--- src/rtl/dsp_aw_channel.sv ---
// AW-channel dispatcher for one master port: skid-buffers write-address requests,
// routes them to the decoded slave and keeps burst order for WDATA steering.
module dsp_aw_channel #(
    parameter int SLV_AMT           = 2,
    parameter int OUTST_AMT         = 4,
    parameter int ADDR_WIDTH        = 32,
    parameter int TRANS_MST_ID_W    = 5,
    parameter int TRANS_BURST_W     = 2,
    parameter int TRANS_DATA_LEN_W  = 8,
    parameter int TRANS_DATA_SIZE_W = 3,
    parameter int SLV_ID_MSB_IDX    = 30,
    parameter int SLV_ID_LSB_IDX    = 30,
    parameter int SLV_ID_W          = SLV_ID_MSB_IDX - SLV_ID_LSB_IDX + 1
) (
    input  logic                                  ACLK_i,
    input  logic                                  ARESETn_i,
    input  logic [TRANS_MST_ID_W-1:0]             m_AWID_i,
    input  logic [ADDR_WIDTH-1:0]                 m_AWADDR_i,
    input  logic [TRANS_BURST_W-1:0]              m_AWBURST_i,
    input  logic [TRANS_DATA_LEN_W-1:0]           m_AWLEN_i,
    input  logic [TRANS_DATA_SIZE_W-1:0]          m_AWSIZE_i,
    input  logic                                  m_AWVALID_i,
    output logic                                  m_AWREADY_o,
    output logic [TRANS_MST_ID_W*SLV_AMT-1:0]     sa_AWID_o,
    output logic [ADDR_WIDTH*SLV_AMT-1:0]         sa_AWADDR_o,
    output logic [TRANS_BURST_W*SLV_AMT-1:0]      sa_AWBURST_o,
    output logic [TRANS_DATA_LEN_W*SLV_AMT-1:0]   sa_AWLEN_o,
    output logic [TRANS_DATA_SIZE_W*SLV_AMT-1:0]  sa_AWSIZE_o,
    output logic [SLV_AMT-1:0]                    sa_AWVALID_o,
    input  logic [SLV_AMT-1:0]                    sa_AWREADY_i,
    input  logic                                  dsp_WDATA_WVALID_i,
    input  logic                                  dsp_WDATA_WREADY_i,
    output logic [SLV_ID_W-1:0]                   dsp_WDATA_slv_id_o,
    output logic                                  dsp_WDATA_disable_o
);

    localparam int PTR_W = $clog2(OUTST_AMT);
    localparam int PL_W  = TRANS_MST_ID_W + ADDR_WIDTH + TRANS_BURST_W
                         + TRANS_DATA_LEN_W + TRANS_DATA_SIZE_W;

    logic [PL_W-1:0]             skid_mem_r [2];
    logic                        skid_wr_ptr_r;
    logic                        skid_rd_ptr_r;
    logic [1:0]                  skid_cnt_r;
    logic [1:0]                  skid_cnt_nxt_s;
    logic                        aw_ready_r;
    logic                        m_accept_s;

    logic [TRANS_MST_ID_W-1:0]    head_id_s;
    logic [ADDR_WIDTH-1:0]        head_addr_s;
    logic [TRANS_BURST_W-1:0]     head_burst_s;
    logic [TRANS_DATA_LEN_W-1:0]  head_len_s;
    logic [TRANS_DATA_SIZE_W-1:0] head_size_s;
    logic [SLV_ID_W-1:0]          slv_id_s;
    logic [SLV_AMT-1:0]           sel_s;
    logic                         fwd_valid_s;
    logic                         fwd_ready_s;
    logic                         aw_fire_s;

    logic [SLV_ID_W-1:0]          fifo_id_r  [OUTST_AMT];
    logic [TRANS_DATA_LEN_W-1:0]  fifo_len_r [OUTST_AMT];
    logic [PTR_W:0]               fifo_wr_ptr_r;
    logic [PTR_W:0]               fifo_rd_ptr_r;
    logic                         fifo_full_s;
    logic                         fifo_empty_s;
    logic [TRANS_DATA_LEN_W-1:0]  beat_cnt_r;
    logic                         w_fire_s;
    logic                         fifo_pop_s;

    assign m_accept_s  = m_AWVALID_i & aw_ready_r;
    assign m_AWREADY_o = aw_ready_r;
    assign fwd_valid_s = (skid_cnt_r != 2'd0);
    assign {head_id_s, head_addr_s, head_burst_s, head_len_s, head_size_s} = skid_mem_r[skid_rd_ptr_r];
    assign slv_id_s    = head_addr_s[SLV_ID_MSB_IDX:SLV_ID_LSB_IDX];

    // One-hot slave select from the decoded slave ID
    always_comb begin
        sel_s           = '0;
        sel_s[slv_id_s] = 1'b1;
    end

    // Ready is gated by the registered full flag so valid never drops without a fire
    assign fwd_ready_s  = sa_AWREADY_i[slv_id_s] & ~fifo_full_s;
    assign aw_fire_s    = fwd_valid_s & fwd_ready_s;
    assign sa_AWVALID_o = {SLV_AMT{fwd_valid_s & ~fifo_full_s}} & sel_s;
    assign sa_AWID_o    = {SLV_AMT{head_id_s}};
    assign sa_AWADDR_o  = {SLV_AMT{head_addr_s}};
    assign sa_AWBURST_o = {SLV_AMT{head_burst_s}};
    assign sa_AWLEN_o   = {SLV_AMT{head_len_s}};
    assign sa_AWSIZE_o  = {SLV_AMT{head_size_s}};

    // Skid occupancy after this cycle's accept/fire
    always_comb begin
        case ({m_accept_s, aw_fire_s})
            2'b10:   skid_cnt_nxt_s = skid_cnt_r + 2'd1;
            2'b01:   skid_cnt_nxt_s = skid_cnt_r - 2'd1;
            default: skid_cnt_nxt_s = skid_cnt_r;
        endcase
    end

    // Two-entry skid buffer with registered ready
    always_ff @(posedge ACLK_i or negedge ARESETn_i) begin
        if (!ARESETn_i) begin
            skid_mem_r[0] <= '0;
            skid_mem_r[1] <= '0;
            skid_wr_ptr_r <= 1'b0;
            skid_rd_ptr_r <= 1'b0;
            skid_cnt_r    <= 2'd0;
            aw_ready_r    <= 1'b1;
        end else begin
            skid_cnt_r <= skid_cnt_nxt_s;
            aw_ready_r <= (skid_cnt_nxt_s != 2'd2);
            if (m_accept_s) begin
                skid_mem_r[skid_wr_ptr_r] <= {m_AWID_i, m_AWADDR_i, m_AWBURST_i, m_AWLEN_i, m_AWSIZE_i};
                skid_wr_ptr_r             <= ~skid_wr_ptr_r;
            end
            if (aw_fire_s) begin
                skid_rd_ptr_r <= ~skid_rd_ptr_r;
            end
        end
    end

    assign fifo_empty_s = (fifo_wr_ptr_r == fifo_rd_ptr_r);
    assign fifo_full_s  = (fifo_wr_ptr_r[PTR_W] != fifo_rd_ptr_r[PTR_W]) &&
                          (fifo_wr_ptr_r[PTR_W-1:0] == fifo_rd_ptr_r[PTR_W-1:0]);
    assign w_fire_s     = dsp_WDATA_WVALID_i & dsp_WDATA_WREADY_i & ~fifo_empty_s;
    assign fifo_pop_s   = w_fire_s & (beat_cnt_r == fifo_len_r[fifo_rd_ptr_r[PTR_W-1:0]]);

    assign dsp_WDATA_slv_id_o  = fifo_id_r[fifo_rd_ptr_r[PTR_W-1:0]];
    assign dsp_WDATA_disable_o = fifo_empty_s;

    // Ordering FIFO of {slave ID, AWLEN} and the W beat counter of the head burst
    always_ff @(posedge ACLK_i or negedge ARESETn_i) begin
        if (!ARESETn_i) begin
            for (int i = 0; i < OUTST_AMT; i++) begin
                fifo_id_r[i]  <= '0;
                fifo_len_r[i] <= '0;
            end
            fifo_wr_ptr_r <= '0;
            fifo_rd_ptr_r <= '0;
            beat_cnt_r    <= '0;
        end else begin
            if (aw_fire_s) begin
                fifo_id_r[fifo_wr_ptr_r[PTR_W-1:0]]  <= slv_id_s;
                fifo_len_r[fifo_wr_ptr_r[PTR_W-1:0]] <= head_len_s;
                fifo_wr_ptr_r                        <= fifo_wr_ptr_r + (PTR_W+1)'(1);
            end
            if (fifo_pop_s) begin
                fifo_rd_ptr_r <= fifo_rd_ptr_r + (PTR_W+1)'(1);
                beat_cnt_r    <= '0;
            end else if (w_fire_s) begin
                beat_cnt_r <= beat_cnt_r + TRANS_DATA_LEN_W'(1);
            end else begin
                beat_cnt_r <= beat_cnt_r;
            end
        end
    end

endmodule

--- config.mk ---
export PLATFORM = sky130hd
export DESIGN_NAME = dsp_aw_channel
export DESIGN_NICKNAME = d
export VERILOG_FILES = /design/src/rtl/dsp_aw_channel.sv
export SDC_FILE = /design/constraint.sdc
export NUM_CORES = 1
export LEC_CHECK = 0
export ABC_CLOCK_PERIOD_IN_PS = 2700
export CORE_MARGIN = 10
export CORE_UTILIZATION = 40
export DETAILED_ROUTE_END_ITERATION = 10
export PLACE_DENSITY = 0.71
export SLEW_MARGIN = 20
export SYNTH_ARGS = -nofsm -noshare
export SYNTH_HDL_FRONTEND = slang
export SYNTH_SLANG_ARGS = --single-unit
--- constraint.sdc ---
create_clock -name ACLK_i -period 2.7 [get_ports ACLK_i]
set_input_delay 0.405 -clock ACLK_i [delete_from_list [all_inputs] [get_ports ACLK_i]]
set_output_delay 0.405 -clock ACLK_i [all_outputs]
set_load 0.02 [all_outputs]
# Word-level counts from Yosys, hierarchy flattened
# Index checks and enable logic that the tools add are counted.
[word_totals]
register_bits = 155
in_bits = 57
out_inout_bits = 105
elab_cells = 84
[op_classes]
addsub = 5
magnitude_cmp = 8
eq_ne = 7
muxes = 25
bitwise_logic = 16
reduce_logical = 6
[ops]
columns = ["op", "count"]
rows = [
  ["two-way mux 50 bit", 4],
  ["bitwise mux 100 bit", 1],
  ["demux 50 bit (select 1 bit)", 1],
  ["two-way mux 8 bit", 5],
  ["bitwise mux 32 bit", 1],
  ["binary-select mux 8 bit (select 2 bit)", 1],
  ["demux 8 bit (select 2 bit)", 1],
  ["adder 8 x 1 -> 8 bit (second input constant)", 1],
  ["== test 8 bit", 1],
  ["AND 1 bit", 7],
  ["adder 3 x 1 -> 3 bit (second input constant)", 2],
  [">= comparator 3 bit (second input constant)", 2],
  ["two-way mux 1 bit", 6],
  ["NOT 2 -> 3 bit", 2],
  ["bitwise mux 4 bit", 1],
  [">= comparator 2 bit (second input constant)", 2],
  ["logical AND 1 bit", 4],
  ["NOT 1 bit", 4],
  ["NOT 1 -> 2 bit", 2],
  ["case mux 2 bit (2 select lines)", 1],
  ["nonzero test 2 bit", 2],
  ["== test 3 bit", 1],
  ["< comparator 3 x 1 -> 1 bit (second input constant)", 1],
  ["adder 2 x 1 -> 2 bit (second input constant)", 1],
  ["other kinds (13)", 13],
]

# Longest topological paths before layout
[logic_depth]
ltp_word = 11
depth_mapped = 9
depth_no_buf = 8

# Worst setup path before layout
# Ideal clock, no wire load.
[synth_path]
kind = "register to register"
start = "register fifo_rd_ptr_r[0]"
end = "register fifo_rd_ptr_r[1]"
arrival_time_ps = 2143
path_slack_ps = 432
stages_incl_launch_ff = 7
path_buffers = 1
path_cell_list = "dfrtp_1 -> buf_6 -> mux4_2 -> xnor2_1 -> nand3_2 -> nor4_4 -> mux2_4"
[synth_between]
elab_chain_len = 6
[synth_lines]
columns = ["element", "line_no", "text"]
rows = [
  ["from (decl)", "63", "logic [PTR_W:0] fifo_rd_ptr_r;"],
  ["from (signal assigned)", "149", "fifo_rd_ptr_r <= fifo_rd_ptr_r + (PTR_W+1)'(1);"],
  ["NOT 2 -> 3 bit (implied by the code)", "127", "assign fifo_pop_s = w_fire_s & (beat_cnt_r == fifo_len_r[fifo_rd_ptr_r[PTR_W-1:0]]);"],
  ["binary-select mux 8 bit (select 2 bit)", "127", ""],
  ["two-way mux 8 bit (implied by the code) (2 in a row)", "127", ""],
  ["== test 8 bit", "127", ""],
  ["AND 1 bit", "127", ""],
]
# Parallel ways exist; a longest one is shown, timed or not. The select of a mux whose other input is x is not followed.
# A chain may end at the register's enable or synchronous reset.

# Final worst setup path
[layout_path]
start = "register fifo_rd_ptr_r[0]"
end = "output port dsp_WDATA_slv_id_o"
[layout_between]
elab_chain_len = 4
[layout_lines]
columns = ["element", "line_no", "text"]
rows = [
  ["NOT 2 -> 3 bit (implied by the code)", "129", "assign dsp_WDATA_slv_id_o = fifo_id_r[fifo_rd_ptr_r[PTR_W-1:0]];"],
  ["binary-select mux 1 bit (select 2 bit)", "129", ""],
  ["two-way mux 1 bit (implied by the code) (2 in a row)", "129", ""],
  ["to (decl)", "33", "output logic [SLV_ID_W-1:0] dsp_WDATA_slv_id_o,"],
]
# No other way between the ends. The select of a mux whose other input is x is not followed.

==> results.txt <==
Outcome - complete, no violations
Async SR Flop Fraction - 100%
Ant diodes - 0
Sequential area share after synthesis - 53.1%
Max-slew violation count - 0
Crit-path slowest cell - mux4_1
CTS tree - built
Hold Path Stages - 1
Hold Vio Cnt, Final - 0
P_int - 9.30 mW
ANT nets after route - 0
Post-Place Cells - 842
Post-synth EDFFs - 0
Row Count - 49
RePlAce Congestion - 0.800
Max IR drop VDD - 1.08 mV
PortBufs - 161
Clock Power Share - 16.3%
Relative max-transition margin - 58.3%
Required time of the worst setup path - 2.30 ns
Global-route wire length before repair - 27300 microns
Max Freq - 385 MHz
DR vias - 4436
Final setup margin - 0.102 ns
Critical Path AT - 2.19 ns
Die height - 155 microns
# fillers - 1503
Synthesized flop and latch total - 155
GRT Total Usage - 14.2%
CTS H-tree lvls - 4
Total iterations of the first detailed-routing run - 4
Crit path buffers/inverters - 2
Commonest non-fill, non-tap cells in the layout - 186 x mux2_2, 158 x clkdlybuf4s50_1, 151 x dfrtp_1
Worst-Skew Late Latency - 0.42 ns
Syn Std Cell Area - 0.00730 sq mm
Syn. warnings - 0
MaxCap Viol Count - 0
CTS Sinks - 155
Yosys cell types - 36
Sw Share - 37.5%
Psw - 5.59 mW
Worst-margin pin slew - 0.621 ns
Hold slack - 0.500 ns
Comb power frac - 55.6%
Worst-path clk slew - 0.07 ns
Nets - 701
Die X - 155 microns
Root Driver - clkbuf_16
P&R area growth vs syn - 30.4%
Largest net degree at the start of global routing - 59
Fin cells - 879
I/O pins - 162
Cell depth of the worst flop-to-flop path - 9
RSZ-0062 raised after global routing - no
Avg Vias per Cell - 5.05
Power per cell area - 1560 mW/mm^2
Initial DRC Count - 237
Starting Density - 40.7%
Grt ovf - 0
Startpoint types - flip-flop
Mapped Cells - 510
Commonest non-fill, non-tap cell in the layout - mux2_2
Avg WL per Cell - 19.1 microns
Crit-path leading delay family - buffers and inverters
Synthesized Nets - 574
Final Cycle Share - 96.2%
TritonCTS Buffers - 17
WL final - 16800 microns
Setup crit end kind - output port
Layout cell share with drive strength beyond 1 - 38.9%
Leakage - 3.99 nW
Crit path cell chain - buf_4 -> mux4_1 -> clkdlybuf4s50_1
Logic depth of the worst path, buffers included - 3
Crit path time final - 2.60 ns
Initial antenna violation count - 0
Number of remaining DRC errors - 0
Hpwl dp - 12100 microns
Max stage delay on crit path - 0.58 ns
Setup violations, final - 0
Max clock buf depth - 2
Setup WS pre-CTS - 0.367 ns
Reg power frac - 28.1%
Synth Flop Type - dfrtp_1
CP Class - reg2out
Die area - 0.0241 sq mm
Number of global-route vias before repair - 5094
Biggest fanout along the worst timing path - 6
Clock Skews - 0.0107 ns
Placeable Area - 0.0180 sq mm
Min-Delay Path Class - reg2reg
Fin Setup TNS - 0 ns
Synthesized area per cell - 14.3 sq um
[power groups by stage]
stage | clock, mW | sequential, mW | combinational, mW
6_report | 2.42 | 4.19 | 8.28
5_1_grt | 2.57 | 4.33 | 8.84
4_1_cts | 2.47 | 4.19 | 8.42
3_5_place_dp | 0 | 4.26 | 8.29
3_3_place_gp | 0 | 4.17 | 8.17
2_1_floorplan | 0 | 3.94 | 5.81
[cells by family after synthesis]
logic type	count (synthesis)	synth area share [%]
mux	198	32.1
fa+ha+maj	7	1.20
flops	155	53.1
xor+xnor	26	3.12
buf+inv	78	6.89
simple gates	40	2.95
compound gates	6	0.583
[cell type report]
class / count / area, sq um / share of cell area (%)
clock buffers: 19 / 433 / 4.54
flip-flops and latches: 155 / 3880 / 40.8
multi-input cells: 277 / 2930 / 30.7
inverters: 5 / 18.8 / 0.197
clock inverters: 13 / 165 / 1.73
well taps: 229 / 287 / 3.01
repair buffers: 181 / 1810 / 19.0
[worst paths after layout]
kind	from	to	slack (ns)
worst max-delay path	fifo_rd_ptr_r[0]	dsp_WDATA_slv_id_o	0.10
worst min-delay path	skid_mem_r[38]	skid_mem_r[38]	0.50
worst max register to register	fifo_rd_ptr_r[0]	m_AWREADY_o	0.45
worst min register to register	skid_mem_r[38]	skid_mem_r[38]	0.50
max in group asynchronous	ARESETn_i	skid_mem_r[69]	1.45
min in group asynchronous	ARESETn_i	skid_mem_r[63]	0.54
[registers in the layout, summed over array words and instances, names as in the netlist]
name and count:
skid_rd_ptr_r 1, fifo_id_r 4, fifo_len_r 32, beat_cnt_r 8, skid_mem_r 100, skid_wr_ptr_r 1
m_AWREADY_o 1, fifo_wr_ptr_r 3, skid_cnt_r 2, fifo_rd_ptr_r 3
[worst register-to-register path, cell delays in order, from the launching register on]
cell and delay (ns):
dfrtp_2 0.46, buf_4 0.18, xnor2_1 0.17, a31o_2 0.29, nor2_2 0.19, buf_4 0.18
ha_1 0.25, nor2_1 0.14, xor2_1 0.23, nand2_1 0.08
[synthesized netlist by cell type, types with 7 or more instances]
cell | instances | share of area (%)
xor2_1 | 13 | 1.6
dfrtp_1 | 154 | 53
mux2_2 | 186 | 29
buf_4 | 50 | 5.1
ha_1 | 7 | 1.2
nor2_1 | 9 | 0.46
clkbuf_1 | 8 | 0.41
xnor2_1 | 13 | 1.6
nand2_1 | 12 | 0.62
buf_1 | 9 | 0.46
[per-layer routing]
layer  GRT usage (%)  vias up  routed length, microns
met1            15.9     2311                    6960
met5               0        -                       0
li1                -     1999                       -
met2            25.1      108                    8770
met4            3.60        0                     167
met3            5.07       18                     897
[timing repair]
action	in CTS	in global routing
buffers inserted	4	0
hold buffers	1	0
setup endpoints to repair	10	2
resized for setup	3	1
hold endpoints to repair	56	0
[per-stage QoR]
| stage | power [mW] | utilization (%) | cell area (sq um) |
|---|---|---|---|
| global placement | 12.3 | 49.5 | 8890 |
| finish | 14.9 | 53.0 | 9530 |
| floorplan | 9.75 | - | 7300 |
| detailed placement | 12.6 | 49.5 | 8890 |
| CTS | 15.1 | 53.0 | 9520 |
| global route | 15.7 | 53.0 | 9530 |
Note: power is estimated with default switching activity, not from simulation.
